==> src/rtl/produto_pkg.sv <==
// Shared constants, FSM state type and width helper for the product accumulator.
// Optional rounded-mean output is selected by PRODUTO_ACUMULADOR_MEDIA_EN.
package produto_pkg;

    localparam int P_W = 19;
    localparam int A_W = 10;
    localparam int B_W = 9;

    typedef enum logic [1:0] {
        IDLE  = 2'd0,
        ACCUM = 2'd1,
        HOLD  = 2'd2
    } state_t;

    // Log2 growth keeps N_ACC full-scale products from wrapping.
    function automatic int acc_width(input int p_w, input int n_acc);
        return p_w + $clog2(n_acc);
    endfunction

endpackage

==> src/rtl/produto_media.sv <==
// Round-half-up divide by 2**SH; SH == 0 degenerates to a plain wire.
// The top sets SH from PRODUTO_ACUMULADOR_MEDIA_EN.
module produto_media #(
    parameter int ACC_W = 22,
    parameter int SH    = 3
) (
    input  logic [ACC_W-1:0] total_i,
    output logic [ACC_W-1:0] mean_o
);

    generate
        if (SH == 0) begin : g_raw
            assign mean_o = total_i;
        end else begin : g_round
            localparam logic [ACC_W-1:0] HALF = ACC_W'(1) << (SH - 1);
            logic [ACC_W-1:0] biased;
            // Cannot wrap: N_ACC*(2**P_W-1) + N_ACC/2 < 2**ACC_W.
            assign biased = total_i + HALF;
            assign mean_o = biased >> SH;
        end
    endgenerate

endmodule

==> src/rtl/produto_acumulador.sv <==
// Sums N_ACC accepted multiplier products and offers the total on a valid/ready port.
// Define PRODUTO_ACUMULADOR_MEDIA_EN to output the rounded mean instead of the raw total.
module produto_acumulador
    import produto_pkg::state_t;
    import produto_pkg::IDLE;
    import produto_pkg::ACCUM;
    import produto_pkg::HOLD;
    import produto_pkg::acc_width;
#(
    parameter int P_W   = produto_pkg::P_W,
    parameter int N_ACC = 8,
    parameter int ACC_W = acc_width(P_W, N_ACC)
) (
    input  logic             clk,
    input  logic             rst,
    input  logic [P_W-1:0]   p_in,
    input  logic             p_valid,
    input  logic             clr,
    output logic [ACC_W-1:0] sum_out,
    output logic             sum_valid,
    input  logic             sum_ready,
    output logic             drop,
    output logic             busy
);

    localparam int CNT_W = $clog2(N_ACC);
    localparam logic [CNT_W-1:0] CNT_LAST = CNT_W'(N_ACC - 1);
`ifdef PRODUTO_ACUMULADOR_MEDIA_EN
    localparam int MEAN_SH = $clog2(N_ACC);
`else
    localparam int MEAN_SH = 0;
`endif

    state_t           state_q;
    logic [ACC_W-1:0] acc_q;
    logic [CNT_W-1:0] cnt_q;
    logic [ACC_W-1:0] sum_q;
    logic             sum_valid_q;
    logic             drop_q;
    logic             busy_q;

    logic [ACC_W-1:0] p_ext;
    logic [ACC_W-1:0] total;
    logic [ACC_W-1:0] result;

    assign p_ext = ACC_W'(p_in);
    assign total = acc_q + p_ext;

    produto_media #(
        .ACC_W (ACC_W),
        .SH    (MEAN_SH)
    ) u_media (
        .total_i (total),
        .mean_o  (result)
    );

    always_ff @(posedge clk) begin
        if (rst) begin
            state_q     <= IDLE;
            acc_q       <= '0;
            cnt_q       <= '0;
            sum_q       <= '0;
            sum_valid_q <= 1'b0;
            drop_q      <= 1'b0;
            busy_q      <= 1'b0;
        end else begin
            case (state_q)
                IDLE: begin
                    if (clr) begin
                        acc_q  <= '0;
                        cnt_q  <= '0;
                        drop_q <= 1'b0;
                    end else if (p_valid) begin
                        acc_q   <= p_ext;
                        cnt_q   <= CNT_W'(1);
                        busy_q  <= 1'b1;
                        state_q <= ACCUM;
                    end
                end
                ACCUM: begin
                    if (clr) begin
                        acc_q   <= '0;
                        cnt_q   <= '0;
                        drop_q  <= 1'b0;
                        busy_q  <= 1'b0;
                        state_q <= IDLE;
                    end else if (p_valid) begin
                        if (cnt_q == CNT_LAST) begin
                            sum_q       <= result;
                            sum_valid_q <= 1'b1;
                            busy_q      <= 1'b0;
                            acc_q       <= '0;
                            cnt_q       <= '0;
                            state_q     <= HOLD;
                        end else begin
                            acc_q <= total;
                            cnt_q <= cnt_q + CNT_W'(1);
                        end
                    end
                end
                HOLD: begin
                    // The multiplier cannot stall, so an unconsumed result forces a drop.
                    if (clr) begin
                        drop_q <= 1'b0;
                    end else if (p_valid && !sum_ready) begin
                        drop_q <= 1'b1;
                    end
                    if (sum_ready) begin
                        sum_valid_q <= 1'b0;
                        if (p_valid) begin
                            acc_q   <= p_ext;
                            cnt_q   <= CNT_W'(1);
                            busy_q  <= 1'b1;
                            state_q <= ACCUM;
                        end else begin
                            state_q <= IDLE;
                        end
                    end
                end
                default: state_q <= IDLE;
            endcase
        end
    end

    assign sum_out   = sum_q;
    assign sum_valid = sum_valid_q;
    assign drop      = drop_q;
    assign busy      = busy_q;

endmodule

==> config.mk <==
export PLATFORM = sky130hd
export DESIGN_NAME = produto_acumulador
export DESIGN_NICKNAME = d
export VERILOG_FILES = /design/src/rtl/produto_pkg.sv /design/src/rtl/produto_media.sv /design/src/rtl/produto_acumulador.sv
export SDC_FILE = /design/constraint.sdc
export NUM_CORES = 1
export LEC_CHECK = 0
export BUFFER_PORTS_ARGS = -buffer_cell sky130_fd_sc_hd__buf_2
export CAP_MARGIN = 20
export CORE_MARGIN = 3
export CORE_UTILIZATION = 43
export DETAILED_ROUTE_END_ITERATION = 16
export PLACE_DENSITY = 0.63
export SETUP_SLACK_MARGIN = 0.4
export SLEW_MARGIN = 0
export SYNTH_ARGS = -nofsm -noshare
export SYNTH_HDL_FRONTEND = slang
export SYNTH_SLANG_ARGS = --single-unit
==> constraint.sdc <==
create_clock -name clk -period 3 [get_ports clk]
set_clock_uncertainty 0.2 [all_clocks]
set_input_delay 0.6 -clock clk [delete_from_list [all_inputs] [get_ports clk]]
set_output_delay 0.6 -clock clk [all_outputs]
set_load 0.01 [all_outputs]
; ---- Yosys cells after proc, flatten, opt, wreduce, memory -nomap -nowiden
; Cells that the tools add are included.
; Widths: inputs -> output; s select.
[totals]
ff_bits = 52
input_bits = 24
elab_cells = 74
[classes]
addsub = 2
n_reduce_logical = 13
eq_ne = 13
bitwise = 1
muxes = 38
[op_table]
columns = operator, n
row1 = $mux 22, 6
row2 = $pmux 22 s3, 1
row3 = $add 22x19->22, 1
row4 = $mux 3, 6
row5 = $reduce_and 5->1, 3
row6 = $mux 1, 14
row7 = $mux 2, 6
row8 = $ne 2x2->1 const B, 6
row9 = $ne 3x3->1 const B, 3
row10 = $pmux 3 s3, 1
row11 = $pmux 2 s3, 1
row12 = $reduce_and 3->1, 2
row13 = $pmux 1 s2, 2
row14 = $reduce_and 4->1, 1
row15 = $reduce_bool 2->1, 2
row16 = $add 3x1->3 const B, 1
row17 = $eq 3x3->1 const B, 1
row18 = $pmux 1 s3, 1
row19 = $reduce_bool 3->1, 1
row20 = $eq 2x1->1 const B, 1
row21 = $eq 2x2->1 const B, 1
row22 = $logic_not 2->1, 1
row23 = $ne 2x1->1 const B, 1
row24 = $reduce_or 2->1, 1
row25 = 3 further kinds, 3

; ---- Longest topological paths before layout
[logic_depth]
ltp_word = 5
depth_mapped = 10
depth_no_buf = 9

; ---- By module
; Synthesis repeated with hierarchy kept, for this count alone.
[unflattened]
hier_cells = 467
hier_area_um2 = 3607.2
[by_module_without_submodules]
columns = module, seq_area_each_um2, n_inst, area_per_inst_um2, cells_each
row1 = produto_acumulador, 1041.0, 1, 3442.1, 445
row2 = produto_media, 0.0, 1, 165.2, 22

; ---- Worst setup path after synthesis
; Ideal clock, no wire load.
[synth_path]
path_type = input -> register
start = in p_in[0]
end = reg acc_q[18]
slack_ns = 0.248
path_buffers = 0
arrival_ns = 2.418
setup_ns = 0.134
cell_stages = 9
path_cell_list = ha_1 fa_1 a211oi_2 nor3_2 nor3_4 a21oi_2 a211oi_2 mux2i_1 a211oi_1
[synth_via]
elab_chain_len = 5
[synth_lines]
columns = item, line
row1 = from (decl), produto_acumulador.sv:16  ; input logic [P_W-1:0] p_in,
row2 = $add 22x19->22, produto_acumulador.sv:47  ; assign total = acc_q + p_ext;
row3 = $mux 22, produto_acumulador.sv:88  ; if (cnt_q == CNT_LAST) begin
row4 = $mux 22, produto_acumulador.sv:87  ; end else if (p_valid) begin
row5 = $mux 22, produto_acumulador.sv:81  ; if (clr) begin
row6 = $pmux 22 s3, produto_acumulador.sv:67  ; case (state_q)
row7 = to (signal assigned), produto_acumulador.sv:74  ; acc_q <= p_ext;
row8 = to (signal assigned), produto_acumulador.sv:96  ; acc_q <= total;
row9 = to (signal assigned), produto_acumulador.sv:111  ; acc_q <= p_ext;
row10 = to (decl), produto_acumulador.sv:35  ; logic [ACC_W-1:0] acc_q;
; No other way between the ends. The select of a mux whose other input is x is not followed.
; A chain may end at the register's enable or synchronous reset.

; ---- Final worst setup path
[layout_path]
start = in p_in[3]
end = reg acc_q[15]
; Same word-level chain as after synthesis.

==> metrics.md <==
| Metric | Value |
|---|---|
| Synth Net Count | 500 |
| Clock buffer depth | 2 |
| Ys async rst share | 0 |
| Clk Latency, worst-skew pair | 0.31 ns |
| Number of enable flip-flop cells after synthesis | 0 |
| Core Box Area | 7848 µm² |
| Final HPWL DP | 7234 µm |
| Unrepaired setup endpoints after global routing | true |
| Crit-path max FO | 4 |
| CP arrival | 2.65 ns |
| Reg2reg path depth | 9 |
| I/O Pins | between 40 and 50 |
| Adder-Cell Fraction of Synth Area | 0.09463 |
| Cts hold-fix bufs | 0 |
| Reg area | 1042 µm² |
| Port Buf Inserts | 48 |
| Critical path origin | p_in[3] |
| FP Rows | 32 |
| Reg-to-reg endpoint | acc_q[15]$_SDFFE_PP0P_ |
| Global route overflow | 0 |
| Slew HR | 0.4448 |
| M1 WL | 4506 µm |
| Yosys cell types | 68 |
| Req. time, crit path | 3.04 ns |
| Yosys top cell by area | dfxtp_1 |
| Yosys reg bits | between 50 and 60 |
| Clock sinks | between 50 and 60 |
| Overall Global Routing Usage | 0.2099 |
| Die height | 96.44 µm |
| Met3 WL | between 400 and 500 µm |
| Syn_area_per_cell | 7.816 µm² |
| DRT iter0 DRCs | 198 |
| Final std cells w/o fill | 607 |
| Final setup fails | 0 |
| Chip width | 96.44 µm |
| Critical Path Start Type | input port |
| Layout cells sized above 1 | 0.2218 |
| Met2 wire length | 4707 µm |
| # fillers | 807 |
| Kind of critical path | input port to flop |
| Antenna Nets Post-Route | 0 |
| CTS HTree Levels | 2 |
| Synth warn | 0 |
| Mapped Cells | 450 |
| Most common cell in the netlist | nor2_1 |
| Predominant post-synthesis flop cell | dfxtp_1 |
| DRC viols | 0 |
| Setup crit end kind | flop |
| DR vias/cell | roughly 5.7 |
| Root Buffer Master | clkbuf_8 |
| Placed Cells | 596 |
| Diodes inserted | 0 |
| Worst Setup Slack, final | between 0.3 and 0.4 ns |
| Tcrit/Tclk final | 0.8700 |
| CTS tree | built |
| DRT Wirelength | between 9000 and 10000 µm |
| Worst-path clk slew | 0.10 ns |
| Reg2Reg Setup Slack | 0.48 ns |
| Vias in the first global route | 3195 |
| Dpl ws | 0.05708 ns |
| Status | complete, no violations |
| Minimum clock period | 2.610 ns |
| CTS Buf Count | 5 |
| Initial Utilization | 0.4482 |
| Multi-input gate area | 2401 µm² |
| Leak | 1.796 nW |
| Antenna violations before repair | 0 |
| Gpl congestion | slightly below 0.9 |
| DRT Pass-1 Iters | 4 |
| Mux cell area share after synthesis | 0.03059 |
| Drt wl/cell | 16.09 µm |
| Via count | roughly 3500 |
| Worst r2r src | acc_q[3]$_SDFFE_PP0P_ |
| Post-Synth Simple-Gate Area | 0.2266 |
| Synth Area in Compound Gates | 0.2668 |
| Fin. max-slew vios | 0 |
| Achievable Freq | 0.3831 GHz |
| Die area | slightly above 9000 µm² |
| Power per cell area | 401.9 nW/µm² |
| Synth Cell Area | 3517 µm² |
| Top cell type's share of synthesized area | 0.2960 |
| Synth top cells by count | 57 x nor2_1, 56 x nand2_1, 52 x dfxtp_1 |
| Largest family of logic cells by synthesized area | compound AO/OA/AOI/OAI gates |
| Highest routed layer | met4 |
| Syn-to-layout area delta | 18.25% |
| Ranking of synthesized cells by area | dfxtp_1 30%, ha_1 8.9%, a21oi_1 6.5% |
| Synth Area in XOR/XNOR | 0.03735 |
| Tightest Hold Check Type | flop to flop |
| Hold Vio Cnt, Final | 0 |
| Sequential share of the synthesized area | 0.2960 |
| Largest net degree at the start of global routing | 41 |
| Final Net Count | 554 |
| Worst VDD drop | 0.0002646 V |
| Setup TNS Final | 0 ns |
| Measured slew at the worst slew-check pin | 0.8327 ns |
| First-pass GRT wire length | 15320 µm |
| Final Core Density | 0.5300 |
| Max-Cap Viols | 0 |
| Worst Setup EP | acc_q[15]$_SDFFE_PP0P_ |
## cells in the final DEF (no fill, tap or decap), drive strengths merged, types with 3 or more instances in the layout
master,n
a211oi,10
a22oi,9
xnor2,10
nor3,18
a311oi,3
nand3b,3
and2,4
a31oi,3
buf,71
a21o,6
a221oi,4
nand2,56
inv,12
nand4,3
or3,4
dfxtp,52
nand3,10
clkbuf,7
o211ai,4
ha,25
mux2i,4
xor2,5
a21oi,48
o21ai,27
mux2,6
o21a,5
and3,5
nor2,57
a222oi,3
nor2b,3
## final cells by class
type | instances | area share
multi-input cells | 362 | 0.5773
flip-flops and latches | 52 | 0.2506
repair buffers | 71 | 0.1002
well taps | 102 | 0.03069
clock buffers | 7 | 0.02316
inverters | 12 | 0.01083
clock inverters | 1 | 0.007220
## power breakdown
group | leakage [nW] | internal (W) | switching, W
logic | 1.31 | 0.000168 | 0.000243
clock network | 0.0645 | 0.000295 | 0.000241
registers | 0.422 | 0.000709 | 0.0000143
total | 1.80 | 0.00117 | 0.000499
## flip-flops by register name, summed over array words and instances, names as in the netlist
register / cells
sum_valid: 1
busy: 1
state_q: 2
acc_q: 22
cnt_q: 3
sum_out: 22
drop: 1
## repair_timing
| action | 4_1_cts | 5_1_grt |
|---|---|---|
| pin swaps | 5 | 11 |
| buffers inserted | 1 | 2 |
| gates cloned | 0 | 0 |
| gates resized for setup | 1 | 15 |
| endpoints found under the setup margin | 2 | 15 |
## metrics by stage
step                      instance area (µm²)  power [W]  hold WS, ns
after floorplan                          3532   0.001014       0.2578
after global placement                   3926   0.001120       0.2422
after detailed placement                 3926   0.001123       0.2471
after CTS                                4064   0.001668       0.2609
after global routing                     4159   0.001758       0.2913
final                                    4159   0.001671       0.2580
## cells by family (layout without fill, tap and decap cells)
group                      count (synthesis)  in the layout
AOI/OAI and AO/OA                        139            139
xor gates and xnor gates                  15             15
adders and majority gates                 26             26
buffers and inverters                     36             91
DFF                                       52             52
muxes                                     10             10
and+or+nand+nor                          172            172
## worst max-delay path, stage by stage
cell and delay, ns:
buf_2 0.11, ha_1 0.27, a21oi_1 0.24, nand2_1 0.12, o211ai_1 0.30, o211ai_1 0.20
a2111oi_2 0.45, a311oi_2 0.09, buf_4 0.15, o22ai_1 0.11
## metal layers
layer / vias up / track usage
li1: 1732 / -
met2: 74 / 0.3626
met5: - / 0
met4: 0 / 0.05607
met3: 10 / 0.03176
met1: 1636 / 0.2722
## how the worst min path moves through the flow
stage | depth (start not counted) | slack (ns) | from | end
finish | 2 | 0.26 | sum_out[1]$_SDFFE_PP0P_ | sum_out[1]$_SDFFE_PP0P_
CTS | 2 | 0.26 | sum_out[1]$_SDFFE_PP0P_ | sum_out[1]$_SDFFE_PP0P_
detailed placement | 2 | 0.25 | sum_out[1]$_SDFFE_PP0P_ | sum_out[1]$_SDFFE_PP0P_
floorplan | 2 | 0.26 | cnt_q[1]$_SDFFE_PP0P_ | cnt_q[1]$_SDFFE_PP0P_
global placement | 2 | 0.24 | sum_out[8]$_SDFFE_PP0P_ | sum_out[8]$_SDFFE_PP0P_
global route | 2 | 0.29 | sum_out[4]$_SDFFE_PP0P_ | sum_out[4]$_SDFFE_PP0P_
Power figures use the tool's default switching activity.
